### src/rtl/audio_pkg.sv
// Shared audio types for the I2S transmitter, receiver and mixer.
package audio_pkg;

    typedef logic signed [15:0] sample_t;

    typedef struct packed {
        sample_t left;
        sample_t right;
    } stereo_sample_t;

    localparam logic I2S_LEFT = 1'b0;

endpackage

### src/rtl/i2s_input_sync.sv
// Synchronizes the asynchronous I2S bus into the clk domain and flags bclk rising edges.
module i2s_input_sync #(
    parameter int SYNC_STAGES = 2
) (
    input  logic clk_i,
    input  logic rst_i,
    input  logic bclk_i,
    input  logic lrclk_i,
    input  logic din_i,
    output logic bclk_rise_o,
    output logic lrclk_s_o,
    output logic din_s_o
);

    logic [SYNC_STAGES-1:0] bclk_sync_q;
    logic [SYNC_STAGES-1:0] lrclk_sync_q;
    logic [SYNC_STAGES-1:0] din_sync_q;
    logic                   bclk_prev_q;
    logic                   bclk_rise_q;
    logic                   lrclk_q;
    logic                   din_q;

    // Edge flag is registered together with lrclk/din so all three stay aligned.
    always_ff @(posedge clk_i) begin
        if (rst_i) begin
            bclk_sync_q  <= '0;
            lrclk_sync_q <= '0;
            din_sync_q   <= '0;
            bclk_prev_q  <= 1'b0;
            bclk_rise_q  <= 1'b0;
            lrclk_q      <= 1'b0;
            din_q        <= 1'b0;
        end else begin
            bclk_sync_q  <= {bclk_sync_q[SYNC_STAGES-2:0], bclk_i};
            lrclk_sync_q <= {lrclk_sync_q[SYNC_STAGES-2:0], lrclk_i};
            din_sync_q   <= {din_sync_q[SYNC_STAGES-2:0], din_i};
            bclk_prev_q  <= bclk_sync_q[SYNC_STAGES-1];
            bclk_rise_q  <= bclk_sync_q[SYNC_STAGES-1] & ~bclk_prev_q;
            lrclk_q      <= lrclk_sync_q[SYNC_STAGES-1];
            din_q        <= din_sync_q[SYNC_STAGES-1];
        end
    end

    assign bclk_rise_o = bclk_rise_q;
    assign lrclk_s_o   = lrclk_q;
    assign din_s_o     = din_q;

endmodule

### src/rtl/i2s_receiver.sv
// I2S bus slave: deserializes left/right words and presents stereo pairs on valid/ready.
module i2s_receiver
    import audio_pkg::*;
#(
    parameter int SAMPLE_WIDTH = 16,
    parameter int SYNC_STAGES  = 2
) (
    input  logic                    clk,
    input  logic                    rst,
    input  logic                    i2s_bclk,
    input  logic                    i2s_lrclk,
    input  logic                    i2s_din,
    output logic [SAMPLE_WIDTH-1:0] left_sample,
    output logic [SAMPLE_WIDTH-1:0] right_sample,
    output logic                    sample_valid,
    input  logic                    sample_ready,
    output logic                    overrun,
    output logic                    locked
);

    localparam int CW = $clog2(SAMPLE_WIDTH + 1);
    localparam logic [CW-1:0] SW_C = CW'(SAMPLE_WIDTH);

    // Short words arrive right-aligned in the shifter; move them to the MSBs.
    function automatic logic [SAMPLE_WIDTH-1:0] left_justify(
        input logic [SAMPLE_WIDTH-1:0] val,
        input logic [CW-1:0]           n
    );
        logic [SAMPLE_WIDTH-1:0] res;
        if (n == '0) begin
            res = '0;
        end else begin
            res = val << (SW_C - n);
        end
        return res;
    endfunction

    logic bclk_rise_s;
    logic lrclk_s;
    logic din_s;

    i2s_input_sync #(
        .SYNC_STAGES(SYNC_STAGES)
    ) u_sync (
        .clk_i      (clk),
        .rst_i      (rst),
        .bclk_i     (i2s_bclk),
        .lrclk_i    (i2s_lrclk),
        .din_i      (i2s_din),
        .bclk_rise_o(bclk_rise_s),
        .lrclk_s_o  (lrclk_s),
        .din_s_o    (din_s)
    );

    logic                    lr_q,         lr_d;
    logic [CW-1:0]           bit_cnt_q,    bit_cnt_d;
    logic [SAMPLE_WIDTH-1:0] shift_l_q,    shift_l_d;
    logic [SAMPLE_WIDTH-1:0] shift_r_q,    shift_r_d;
    logic [SAMPLE_WIDTH-1:0] word_l_q,     word_l_d;
    logic                    locked_q,     locked_d;
    logic                    frame_pend_q, frame_pend_d;
    logic [SAMPLE_WIDTH-1:0] pend_l_q,     pend_l_d;
    logic [SAMPLE_WIDTH-1:0] pend_r_q,     pend_r_d;
    logic [SAMPLE_WIDTH-1:0] left_q,       left_d;
    logic [SAMPLE_WIDTH-1:0] right_q,      right_d;
    logic                    valid_q,      valid_d;
    logic                    overrun_q,    overrun_d;

    logic [SAMPLE_WIDTH-1:0] cur_sh_s;
    logic [SAMPLE_WIDTH-1:0] new_sh_s;
    logic [CW-1:0]           n_bits_s;
    logic [SAMPLE_WIDTH-1:0] word_s;
    logic                    take_bit_s;

    // Shifter content after the current bit; bits past SAMPLE_WIDTH are dropped.
    always_comb begin
        cur_sh_s   = (lr_q == I2S_LEFT) ? shift_l_q : shift_r_q;
        take_bit_s = (bit_cnt_q < SW_C);
        if (take_bit_s) begin
            new_sh_s = {cur_sh_s[SAMPLE_WIDTH-2:0], din_s};
            n_bits_s = bit_cnt_q + CW'(1);
        end else begin
            new_sh_s = cur_sh_s;
            n_bits_s = bit_cnt_q;
        end
        word_s = left_justify(new_sh_s, n_bits_s);
    end

    // Bit counter, channel shifters and word finalization at lrclk changes.
    always_comb begin
        lr_d         = lr_q;
        bit_cnt_d    = bit_cnt_q;
        shift_l_d    = shift_l_q;
        shift_r_d    = shift_r_q;
        word_l_d     = word_l_q;
        locked_d     = locked_q;
        frame_pend_d = 1'b0;
        pend_l_d     = pend_l_q;
        pend_r_d     = pend_r_q;
        if (bclk_rise_s) begin
            lr_d = lrclk_s;
            if (lr_q == I2S_LEFT) begin
                shift_l_d = new_sh_s;
            end else begin
                shift_r_d = new_sh_s;
            end
            if (lrclk_s == lr_q) begin
                bit_cnt_d = n_bits_s;
            end else begin
                bit_cnt_d = '0;
                if (lr_q == I2S_LEFT) begin
                    word_l_d = word_s;
                end else if (locked_q) begin
                    frame_pend_d = 1'b1;
                    pend_l_d     = word_l_q;
                    pend_r_d     = word_s;
                end else begin
                    locked_d = 1'b1;
                end
            end
        end else begin
            lr_d = lr_q;
        end
    end

    // Output holding register: a frame arriving while the pair is stalled is dropped.
    always_comb begin
        left_d    = left_q;
        right_d   = right_q;
        valid_d   = valid_q;
        overrun_d = 1'b0;
        if (frame_pend_q) begin
            if (!valid_q || sample_ready) begin
                left_d  = pend_l_q;
                right_d = pend_r_q;
                valid_d = 1'b1;
            end else begin
                overrun_d = 1'b1;
            end
        end else if (valid_q && sample_ready) begin
            valid_d = 1'b0;
        end else begin
            valid_d = valid_q;
        end
    end

    // State registers.
    always_ff @(posedge clk) begin
        if (rst) begin
            lr_q         <= I2S_LEFT;
            bit_cnt_q    <= '0;
            shift_l_q    <= '0;
            shift_r_q    <= '0;
            word_l_q     <= '0;
            locked_q     <= 1'b0;
            frame_pend_q <= 1'b0;
            pend_l_q     <= '0;
            pend_r_q     <= '0;
            left_q       <= '0;
            right_q      <= '0;
            valid_q      <= 1'b0;
            overrun_q    <= 1'b0;
        end else begin
            lr_q         <= lr_d;
            bit_cnt_q    <= bit_cnt_d;
            shift_l_q    <= shift_l_d;
            shift_r_q    <= shift_r_d;
            word_l_q     <= word_l_d;
            locked_q     <= locked_d;
            frame_pend_q <= frame_pend_d;
            pend_l_q     <= pend_l_d;
            pend_r_q     <= pend_r_d;
            left_q       <= left_d;
            right_q      <= right_d;
            valid_q      <= valid_d;
            overrun_q    <= overrun_d;
        end
    end

    assign left_sample  = left_q;
    assign right_sample = right_q;
    assign sample_valid = valid_q;
    assign overrun      = overrun_q;
    assign locked       = locked_q;

endmodule

### config.mk
export PLATFORM = sky130hd
export DESIGN_NAME = i2s_receiver
export DESIGN_NICKNAME = d
export VERILOG_FILES = /design/src/rtl/audio_pkg.sv /design/src/rtl/i2s_input_sync.sv /design/src/rtl/i2s_receiver.sv
export SDC_FILE = /design/constraint.sdc
export NUM_CORES = 1
export LEC_CHECK = 0
export ABC_AREA = 1
export BUFFER_PORTS_ARGS = -buffer_cell sky130_fd_sc_hd__buf_4
export CELL_PAD_IN_SITES_DETAIL_PLACEMENT = 1
export CELL_PAD_IN_SITES_GLOBAL_PLACEMENT = 1
export CORE_AREA = 5 5 97 144
export CTS_CLUSTER_DIAMETER = 200
export DETAILED_ROUTE_END_ITERATION = 16
export DIE_AREA = 0 0 102 149
export PLACE_DENSITY_LB_ADDON = 0.1
export RECOVER_POWER = 100
export SYNTH_ARGS = -nofsm -noshare
export SYNTH_HDL_FRONTEND = slang
export SYNTH_HIERARCHICAL = 1
export SYNTH_SLANG_ARGS = --single-unit
### constraint.sdc
create_clock -name clk -period 4.08 [get_ports clk]
set_input_delay 0.612 -clock clk [delete_from_list [all_inputs] [get_ports clk]]
set_output_delay 0.612 -clock clk [all_outputs]
set_load 0.05 [all_outputs]
==> flow_summary_export.csv <==
group,metric,value,unit
outcome,status,"finished with violations",
outcome,violations,"capacitance limit, slew limit",
detailed_routing,drtAntennaViolNets,0,
cells_and_area,final_layout_size_suffix_gt1_share,7.94,%
clocking,cts.path.max_buffers,2,
worst_setup_path,reg2reg_depth,17,
placed_design,dp.cells,956,
sta,worst_pin_slew,1.73,ns
clocking,htreeDepth,4,
detailed_routing,drtIter0Drc,143,
clocking,cts_tree,"built",
placed_design,place.gp.congestion,0.875,
detailed_routing,drt_wl_total,16100,µm
placed_design,hpwl,11400,µm
yosys,syn_nets,812,
clocking,numCtsBuffers,17,
cells_and_area,antenna_cells,0,
min_path,hold_depth,3,
yosys,syn_avg_cell_area,7.18,µm²
die,dieArea,0.0152,mm²
sta,period_needed,3.29,ns
clocking,cts.clk_slew.worst_paths,0.06,ns
yosys,synthAdderAreaFrac,0.651,%
grt,grt_pass1_vias,5648,
die,rows,50,
min_path,min_delay_worst_endpoint,"u_sync/din_sync_q[0]",
power,power_frac_clock,50.8,%
sta,setup_viol,0,
sta,slew_headroom,-15.3,%
yosys,synthCells,803,
power,p_int,2.25,mW
detailed_routing,vias_per_cell,5.45,
clocking,ctsResizeCount,0,
worst_setup_path,arrival,3.66,ns
min_path,min_path_type,"primary input to flop",
power,switching_share,23.2,%
grt,overflow,0,
clocking,postCtsHoldBufs,0,
yosys,synth-seq-area-share,45.8,%
grt,grt_max_degree,72,
worst_setup_path,cp.required,4.45,ns
yosys,synth_simple_gate_area_share,30.6,%
sta,period_share,80.6,%
grt,antenna_found_initial,0,
cells_and_area,final_cell_mix,"nor2_1, dfxtp_1, nand2_1",
cells_and_area,finalNetCount,828,
detailed_routing,wl_per_cell,16.3,µm
power,seqPwrFrac,44.7,%
die,die_h,149,µm
flow_run,cap_violations,1,
clocking,cts-root-buf,"clkbuf_16",
yosys,synthMuxAreaShare,0,%
die,start_util,46.3,%
worst_setup_path,rr_endpoint,"word_l_q[15]",
yosys,yosysWarningCount,6,
sta,finalHoldViolCount,0,
worst_setup_path,cp_max_fo,21,
die,core_area,0.0124,mm²
power,power_density,452,mW/mm²
worst_setup_path,reg2reg_from,"bit_cnt_q[4]",
cells_and_area,synthToLayoutAreaGrowth,12.2,%
detailed_routing,drc_errors,0,
cells_and_area,fin_util,52.0,%
sta,fmax,304,MHz
sta,rsz0062_at_grt,"no",
worst_setup_path,crit_type,"flop to flop",
cells_and_area,finalNonFillerCells,987,
yosys,ys_ff_latch,132,
detailed_routing,vias,5378,
yosys,ys_types,25,
die,top_level_ports,41,
die,fp.dieW,102,µm
yosys,synth_top_family_by_area,"simple AND/OR/NAND/NOR gates",
sta,fin_setup_tns,0,ns
grt,track_usage,22.2,%
power,combPwrFrac,4.6,%
detailed_routing,drt_pass1_iterations,4,
yosys,synth_xor_area_share,0,%
min_path,holdCritStartpoint,"i2s_din",
worst_setup_path,start_kind,"flop",
clocking,post_cts_buffers,0,
clocking,cts_sinks,132,
yosys,synth_compound_area_share,15.5,%
power,p_sw,0.678,mW
sta,maxSlewViolCount,72,
power,p_leak,2.81,nW
sta,fin_skew,0.0146,ns
power,vdd_drop_max,290,µV
clocking,clock_latency,0.43,ns
placed_design,port_buffers,40,
worst_setup_path,r2r_slack,0.79,ns
yosys,syn-cell-area,0.00576,mm²
grt,grt_pass1_wl,27000,µm
worst_setup_path,cp-end-kind,"flop",
## per-layer routing
metal  share of wire, %  up-vias  track usage, %  routed length, µm
met5                  0        -               0                  0
met4                2.2        0            8.67                355
met3                2.7       24            4.02                428
met2                 54       67            40.8               8760
met1                 41     2601            24.8               6580
li1                   -     2686               -                  -
## Yosys cell counts
master / count / area (µm²)
nor2_2: 1 / 6.26
o21ai_1: 3 / 15.0
a21oi_1: 67 / 335
clkinv_1: 1 / 3.75
nand2_4: 5 / 56.3
nand4_2: 3 / 37.5
buf_6: 5 / 56.3
buf_4: 2 / 15.0
o21ai_0: 109 / 546
nand3_1: 110 / 551
nand2_1: 121 / 454
inv_4: 1 / 6.26
nor2_1: 132 / 495
nor3_1: 2 / 10.0
clkinv_2: 1 / 5.00
nand3_2: 7 / 70.1
inv_2: 6 / 22.5
inv_1: 38 / 143
buf_2: 11 / 55.1
nand2_2: 8 / 50.1
nor2_4: 2 / 22.5
dfxtp_1: 132 / 2640
or2_2: 2 / 12.5
clkbuf_1: 31 / 116
ha_1: 3 / 37.5
## logic make-up (layout without fill, tap and decap cells)
kind of cell,Yosys count,in the layout
buffers and inverters,96,124
adder cells (fa/ha/maj),3,3
flip-flops,132,132
AND/OR/NAND/NOR,393,393
AO/OA/AOI/OAI,179,179
## critical path, stage by stage, from the launching register on
cell        delay, ns
dfxtp_1          0.31
inv_1            0.56
nand2_1          0.17
nand2_2          0.30
nor2_4           0.07
nand2_1          0.16
clkinvlp_2       0.18
nand2_4          0.10
inv_1            0.04
ha_1             0.26
inv_1            0.04
nor2_1           0.15
inv_1            0.14
nor2_4           0.30
nand3_1          0.17
nand3_1          0.13
nand2_1          0.09
inv_1            0.06
## area by class of cell
class	instances	area, µm²
clock buffer	19	443
clock inverter	12	131
fill	1633	5980
inverter	47	180
multi-input combinational	575	2670
sequential	132	2640
tap	156	195
timing repair buffer	46	210
## state kept, by name (all words and copies together), names as in the netlist, 2 cells and up
signal,flops
u_sync/din_sync_q,2
shift_r_q,16
u_sync/bclk_sync_q,2
pend_l_q,16
bit_cnt_q,5
shift_l_q,16
u_sync/lrclk_sync_q,2
pend_r_q,16
right_sample,16
word_l_q,16
left_sample,16
## how the worst max path moves through the flow
stage	from	to	slack, ns
detailed placement	bit_cnt_q[4]	pend_r_q[2]	1.30
global route	bit_cnt_q[4]	word_l_q[15]	0.50
finish	bit_cnt_q[4]	word_l_q[15]	0.79
global placement	bit_cnt_q[4]	pend_r_q[2]	1.39
floorplan	bit_cnt_q[0]	word_l_q[12]	1.86
CTS	bit_cnt_q[4]	word_l_q[15]	1.20
## power by group through the flow
stage               Combinational (mW)  Clock, mW  Sequential, mW
floorplan                        0.105          0            1.33
global placement                 0.133          0            1.33
global route                     0.150       1.57            1.31
finish                           0.133       1.49            1.31
detailed placement               0.136          0            1.33
CTS                              0.137       1.50            1.31
## through the flow
stage          total power [mW]  setup slack, ns  cell area (µm²)  hold slack, ns
6_report                   2.92            0.790             6470           0.389
5_1_grt                    3.03            0.498             6470           0.398
4_1_cts                    2.95             1.20             6640           0.385
3_5_place_dp               1.47             1.30             6060           0.388
3_3_place_gp               1.47             1.39             6060           0.387
2_1_floorplan              1.44             1.86             5760           0.382
Power figures use the tool's default switching activity.
